===== config.mk =====
export PLATFORM = sky130hd
export DESIGN_NAME = mult_bcd_seq
export DESIGN_NICKNAME = d
export VERILOG_FILES = /design/src/rtl/mult_bcd_seq.sv
export SDC_FILE = /design/constraint.sdc
export NUM_CORES = 1
export LEC_CHECK = 0
export BUFFER_PORTS_ARGS = -buffer_cell sky130_fd_sc_hd__clkbuf_2
export CORE_MARGIN = 1
export CORE_UTILIZATION = 65
export DETAILED_ROUTE_END_ITERATION = 6
export GPL_TIMING_DRIVEN = 0
export PLACE_DENSITY = 0.95
export SYNTH_ARGS = -nofsm -noshare
export SYNTH_HDL_FRONTEND = slang
export SYNTH_SLANG_ARGS = --single-unit

===== constraint.sdc =====
create_clock -name clk -period 6.1 [get_ports clk]
set_input_delay 1.22 -clock clk [delete_from_list [all_inputs] [get_ports clk]]
set_output_delay 1.22 -clock clk [all_outputs]
set_load 0.01 [all_outputs]

===== src/rtl/mult_bcd_seq.sv =====
// Sequential 3-digit BCD multiplier: converts both operands to binary over
// three cycles, then forms the 20-bit product with a 10-step shift-add.
module mult_bcd_seq (
    input  logic        clk,
    input  logic        rst,
    input  logic [11:0] first_num,
    input  logic [11:0] second_num,
    input  logic        start,
    output logic        busy,
    output logic        done,
    output logic        err,
    output logic [19:0] product
);

    typedef enum logic [1:0] {
        IDLE    = 2'd0,
        CONVERT = 2'd1,
        MULT    = 2'd2,
        DONE    = 2'd3
    } state_t;

    state_t      state, state_nxt;
    logic [11:0] a_reg, b_reg;
    logic [9:0]  a_bin, b_bin;
    logic [9:0]  a_next, b_next;
    logic [19:0] mcand;
    logic [9:0]  mplier;
    logic [19:0] p_acc;
    logic [19:0] addend;
    logic [3:0]  cnt;
    logic        bad_digit;

    function automatic logic [9:0] times10_add(input logic [9:0] acc, input logic [3:0] d);
        logic [13:0] t;
        t = 14'(acc) * 14'd10 + 14'(d);
        return t[9:0];
    endfunction

    function automatic logic has_bad_nibble(input logic [11:0] v);
        return (v[11:8] > 4'd9) || (v[7:4] > 4'd9) || (v[3:0] > 4'd9);
    endfunction

    assign bad_digit = has_bad_nibble(first_num) || has_bad_nibble(second_num);
    assign a_next    = times10_add(a_bin, a_reg[11:8]);
    assign b_next    = times10_add(b_bin, b_reg[11:8]);
    assign addend    = mplier[0] ? mcand : 20'd0;

    assign busy = (state != IDLE);
    assign done = (state == DONE);

    // NOTE: sequential state uses non-blocking assignments so every register
    // samples pre-edge values, independent of block ordering.
    always_ff @(posedge clk or negedge rst) begin
        if (!rst) begin
            state <= IDLE;
        end else begin
            state <= state_nxt;
        end
    end

    // NOTE: next state is defaulted before the case so no path leaves it
    // unassigned, which would otherwise infer a latch.
    always_comb begin
        state_nxt = state;
        unique case (state)
            IDLE:    if (start) state_nxt = bad_digit ? DONE : CONVERT;
            CONVERT: if (cnt == 4'd2) state_nxt = MULT;
            MULT:    if (cnt == 4'd9) state_nxt = DONE;
            DONE:    state_nxt = IDLE;
            default: state_nxt = IDLE;
        endcase
    end

    // NOTE: every datapath register is cleared by reset (no memories here),
    // so an aborted operation leaves no stale partial results.
    always_ff @(posedge clk or negedge rst) begin
        if (!rst) begin
            a_reg   <= '0;
            b_reg   <= '0;
            a_bin   <= '0;
            b_bin   <= '0;
            mcand   <= '0;
            mplier  <= '0;
            p_acc   <= '0;
            cnt     <= '0;
            err     <= 1'b0;
            product <= '0;
        end else begin
            unique case (state)
                IDLE: begin
                    if (start) begin
                        a_reg   <= first_num;
                        b_reg   <= second_num;
                        a_bin   <= '0;
                        b_bin   <= '0;
                        p_acc   <= '0;
                        cnt     <= '0;
                        err     <= bad_digit;
                        product <= '0;
                    end
                end
                CONVERT: begin
                    // Hundreds digit is always at the top; shift the next one up.
                    a_bin <= a_next;
                    b_bin <= b_next;
                    a_reg <= {a_reg[7:0], 4'd0};
                    b_reg <= {b_reg[7:0], 4'd0};
                    if (cnt == 4'd2) begin
                        mcand  <= {10'd0, a_next};
                        mplier <= b_next;
                        p_acc  <= '0;
                        cnt    <= '0;
                    end else begin
                        cnt <= cnt + 4'd1;
                    end
                end
                MULT: begin
                    p_acc  <= p_acc + addend;
                    mcand  <= {mcand[18:0], 1'b0};
                    mplier <= {1'b0, mplier[9:1]};
                    if (cnt == 4'd9) begin
                        product <= p_acc + addend;
                        cnt     <= '0;
                    end else begin
                        cnt <= cnt + 4'd1;
                    end
                end
                DONE: begin
                end
                default: begin
                end
            endcase
        end
    end

endmodule

==> reports/results.ini, run 1 <==
[clock_tree]
tritoncts = done
cts_setup_buffers = 0
root_buffer = clkbuf_8
h-tree-depth = 4
cts.repair.resized = 0
ctsHoldBuffers = 0
cts_buffers = 17
cts_buffer_depth = 2
path_clk_slew_ns = 0.06
clock_sinks = 119
insertion_delay_ns = 0.54

[sta]
layout_min_cycle_time_ns = 3.20
fin_tns_setup_ns = 0
hold_viol_final = 0
setup_viol = 0
tightestPinTransition_ns = 0.944
timing.fmax_mhz = 312
slew_viol_final = 0
relSlewSlack = 0.371
finalCritPeriodShare = 0.525
skew_ns = 0.0123
rsz0062_at_grt = no

[logic_synthesis]
synth-main-ff-cell = dfrtp_1
synth_edf_count = 0
syn-cell-area_mm2 = 0.00707
synth_warnings = 0
async_flop_share = 1.00
yosysSeqAreaShare = 0.421
synth_area_per_cell_um2 = 9.69
synthDistinctLibCells = 60
synth.area.top_cells = dfrtp_1 (42%), ha_1 (9.0%), o21ai_0 (6.6%)
synth-seq-cells = 119
synth_nets = 813
netlist.area_leader.share = 0.421
synthDominantAreaCellType = dfrtp_1
synthCells = 730

[run_status]
outcome = finished, final reports clean

[routing]
drtPass1Iterations = 6
wire_per_inst_um = 19.9
post-route-drc-count = 0
ant_nets = 0
drt_iter0_drc = 557
vias = 6247
wl_um = 18800
via_per_inst = 6.61

[layout]
fin_area_mm2 = 0.00807
fillerInstances = 662
ff_latch_area_mm2 = 0.00298
antenna_cells = 0
area.growth.synth_to_final_pct = 14.1
multi_input_area_mm2 = 0.00389
fin_nets = 881
reg.largest.list = mcand (20), p_acc (20), product (20)
utilization = 0.775
fin_cells = 945
drive_gt1_frac = 0.136

[worst_hold_path]
worstHoldStart = product[14]
holdCritPathClass = flop to flop
hold_path_end = product[14]
holdPathStages = 2

[power]
clockPowerShare = 0.228
power_density_mw_per_mm2 = 542
p_seq_frac = 0.297
p_leak_nw = 3.96
power.share.combinational = 0.474
ir_drop_v = 0.000312
sw_frac_of_total = 0.440
power.switching_mw = 1.92
p_int_mw = 2.45

[floorplanning]
core_mm2 = 0.0104
die_area_mm2 = 0.0113
die_x_um = 106
fp.dieH_um = 106
start_util = 0.679
ioPinCount = 50
num_rows = 37

[setup_path]
critPathCaptureType = output port
worstSetupPathType = flop to output port
r2r_end = p_acc[16]
r2r_start = mplier[0]
critPathMaxFanout = 10
reg2reg_depth = 10
critPathArrivalTime_ns = 1.98
rrSetupSlack_ns = 2.96
worstSetupStartpointType = flop
cp_data_required_time_ns = 4.88

[global_routing]
grt_max_degree = 120
grt_pass1_vias = 6370
antenna_found_initial = 0
grt_overflow = 0
grt_pass1_wl_um = 30700
track_usage = 0.355

[place]
postPlaceCellArea_mm2 = 0.00750
gp_congestion = 0.963
post-dp-hpwl_um = 13000
dp_cells = 915
port_buffers = 49

[run]
cap_violations = 0

kinds of logic after synthesis:
| family | share of synthesized area |
|---|---|
| flip-flops | 0.421 |
| multiplexers | 0.0455 |
| XOR/XNOR | 0.0476 |
| AO/OA/AOI/OAI | 0.222 |
| AND/OR/NAND/NOR | 0.131 |
| buffers and inverters | 0.0290 |
| adder cells (fa/ha/maj) | 0.104 |
cells in the final DEF, fill, tap and decap left out, types with 4 or more instances in the layout:
cell type	netlist	final
nand2_1	119	119
dfrtp_1	119	119
o21ai_0	93	93
ha_1	51	51
clkbuf_2	0	48
a21oi_1	32	32
mux2i_1	31	31
clkbuf_1	27	29
a22o_1	26	26
nor2_1	20	20
and2_1	19	19
xnor2_1	18	18
xor2_1	16	16
clkbuf_16	0	16
a21o_1	15	15
buf_2	11	11
o31ai_1	10	10
inv_1	9	9
and3_1	8	8
o21bai_1	7	7
nand3_1	7	7
nand4_1	7	7
a31oi_1	7	7
nor3_1	7	7
o41ai_1	6	6
o21a_1	6	6
o211ai_1	6	6
fa_1	5	5
clkbuf_8	0	4
clkinv_2	0	4
worst max path at each step:
stage | from | endpoint | slack [ns] | cells past startpoint
finish | state[1] | busy | 2.90 | 5
detailed placement | mplier[0] | p_acc[16] | 3.03 | 10
global route | mplier[0] | p_acc[16] | 2.80 | 10
floorplan | mplier[0] | product[16] | 3.45 | 10
global placement | rst | b_bin[2] | 2.17 | 1
CTS | state[1] | busy | 2.92 | 5
worst max-delay path: stages (launching register included):
cell      delay (ns)
dfrtp_1         0.41
inv_1           0.09
ha_1            0.27
inv_1           0.11
clkbuf_1        0.36
clkbuf_2        0.21
Yosys cell counts, types with 6 or more instances:
cell type / n
and2_1: 19
inv_1: 9
nand2_1: 119
clkbuf_1: 27
xor2_1: 16
o21ai_0: 93
buf_2: 11
o21a_1: 6
xnor2_1: 18
and3_1: 8
o211ai_1: 6
nand4_1: 7
nor3_1: 7
nand3_1: 7
o41ai_1: 6
a21o_1: 15
nor2_1: 20
dfrtp_1: 119
a31oi_1: 7
a21oi_1: 32
mux2i_1: 31
ha_1: 51
a22o_1: 26
o31ai_1: 10
o21bai_1: 7
power by group through the flow:
stage	Sequential (mW)	Combinational, mW	Clock (mW)
floorplan	1.25	1.42	0
global placement	1.28	1.85	0
detailed placement	1.30	1.98	0
CTS	1.29	2.03	0.998
global route	1.32	2.25	1.03
finish	1.30	2.08	0.999
layer usage:
metal,global-route usage,vias up,share of wire
met1,0.404,2988,0.38
met5,0,-,0
li1,-,2770,-
met2,0.605,375,0.49
met4,0.223,0,0.056
met3,0.0766,114,0.074
metrics by stage:
stage                     setup slack [ns]  total power, mW  hold WS [ns]
after floorplan                       3.45             2.67         0.449
after global placement                2.17             3.13         0.461
after detailed placement              3.03             3.28         0.465
after CTS                             2.92             4.32         0.480
after global routing                  2.80             4.61         0.505
final                                 2.90             4.38         0.476
final cells by class:
type | count | area share
clock buffers | 21 | 0.0557
clock inverters | 9 | 0.0157
multi-input cells | 561 | 0.482
inverters | 10 | 0.00465
flip-flops and latches | 119 | 0.369
well taps | 136 | 0.0211
plain buffers | 40 | 0.0208
repair buffers | 49 | 0.0315
Power figures use the tool's default switching activity.
==> run 2, diff against run 1 <==
CORE_UTILIZATION = 55   (was 65)
PLACE_DENSITY = 0.89   (was 0.95)
clock period = 2.7 ns   (was 6.1 ns; I/O delays follow)
==> reports/results.ini, run 2 (synthesized netlist as in run 1, its figures left out) <==
[run_status]
outcome = finished with violations
violations = negative hold slack

[clock_tree]
cts_buffer_depth = 2
clock_sinks = 119
insertion_delay_ns = 0.42
h-tree-depth = 4
tritoncts = done
root_buffer = clkbuf_16
cts_buffers = 17
path_clk_slew_ns = 0.05

[routing]
ant_nets = 0
post-route-drc-count = 0
drt_iter0_drc = 492
drtPass1Iterations = 5
wl_um = 19100
vias = 6221
via_per_inst = 6.22
wire_per_inst_um = 19.1

[layout]
fin_nets = 898
drive_gt1_frac = 0.188
area.growth.synth_to_final_pct = 20.8
final_cell_mix = nand2_1 (119), dfrtp_1 (119), o21ai_0 (89)
fillerInstances = 863
reg.largest.list = mcand (20), p_acc (20), product (20)
antenna_cells = 0

[global_routing]
antenna_found_initial = 0
grt_pass1_vias = 6292
grt_overflow = 0
grt_pass1_wl_um = 30900
track_usage = 0.302
grt_max_degree = 92

[floorplanning]
start_util = 0.563
fp.dieH_um = 115
ioPinCount = 50
die_area_mm2 = 0.0133
die_x_um = 115
num_rows = 41
core_mm2 = 0.0126

[sta]
slew_viol_final = 0
rsz0062_at_grt = yes
timing.fmax_mhz = 375
finalCritPeriodShare = 0.986
relSlewSlack = 0.329
skew_ns = 0.00481
fin_tns_setup_ns = 0
hold_ws_ns = -0.00116
hold_viol_final = 1
tightestPinTransition_ns = 0.995
layout_min_cycle_time_ns = 2.66
setup_viol = 0

[place]
post-dp-hpwl_um = 12300
gp_congestion = 0.954
port_buffers = 49

[worst_hold_path]
holdCritPathClass = primary input to asynchronous set/reset pin

[power]
clockPowerShare = 0.245
p_seq_frac = 0.279
p_leak_nw = 4.11
power.share.combinational = 0.476
power.switching_mw = 4.49
sw_frac_of_total = 0.429
power_density_mw_per_mm2 = 1220
total_power_mw = 10.5
ir_drop_v = 0.000713
p_int_mw = 5.98

[setup_path]
r2r_start = mplier[0]
critPathCaptureType = flop
worstSetupStartpointType = flop
startpoint = mplier[0]
cp_data_required_time_ns = 2.98
worstSetupPathType = flop to flop
critPathArrivalTime_ns = 2.95
critPathMaxFanout = 4
rrSetupSlack_ns = 0.04

[run]
cap_violations = 0

==> run 2: cell type report <==
type                            instances  area (um2)  share of cell area
Timing Repair Buffer                   66         402              0.0470
Buffer                                 40         179              0.0209
Clock inverter                         11         194              0.0227
Inverter                               10        37.5             0.00439
Multi-Input combinational cell        561        4070               0.476
Sequential cell                       119        2980               0.349
Clock buffer                           21         470              0.0551
Tap cell                              172         215              0.0252
==> run 2: worst max-delay path: stages (launching register included) <==
cell	delay [ns]
dfrtp_1	0.40
clkbuf_8	0.15
and2_4	0.16
ha_4	0.16
fa_2	0.33
a21o_1	0.21
a221oi_4	0.27
buf_4	0.18
o31ai_4	0.07
a31oi_1	0.19
xor2_1	0.28
o31ai_1	0.10
==> run 2: repair_timing <==
action                     in CTS  in global routing
pin swaps                      14                 27
setup endpoints to repair      14                 24
resized for setup              13                 29
hold buffers                    0                  0
setup buffers                   9                  7
==> run 2: power groups by stage <==
stage	combinational, mW	clock (mW)	sequential [mW]
2_1_floorplan	3.21	0	2.82
4_1_cts	4.71	2.54	2.89
3_3_place_gp	4.24	0	2.89
6_report	4.98	2.57	2.92
5_1_grt	5.40	2.64	2.98
3_5_place_dp	4.43	0	2.91
==> run 2: per-stage QoR <==
| stage | std cells | cell area [um2] | setup slack (ns) | utilization |
|---|---|---|---|---|
| floorplan | 730 | 7070 | 0.0456 | - |
| global placement | 951 | 7530 | -0.652 | 0.599 |
| detailed placement | 952 | 7570 | -0.305 | 0.602 |
| CTS | 993 | 8360 | -0.0856 | 0.665 |
| global route | 1000 | 8540 | -0.116 | 0.680 |
| finish | 1000 | 8540 | 0.0366 | 0.680 |
==> run 2: final timing paths <==
path                               end  depth (start not counted)
setup / recovery             p_acc[12]                         11
hold / removal               p_acc[14]                          1
setup reg to reg             p_acc[12]                         11
hold reg to reg            product[14]                          2
max in group asynchronous     a_bin[8]                          2
min in group clk             b_reg[11]                          3
==> run 2: metal layers <==
metal,share of wire,GRT usage,routed length [um]
met5,0,0,0
met4,0.046,0.157,878
met3,0.059,0.0554,1130
met2,0.50,0.509,9530
met1,0.40,0.369,7560
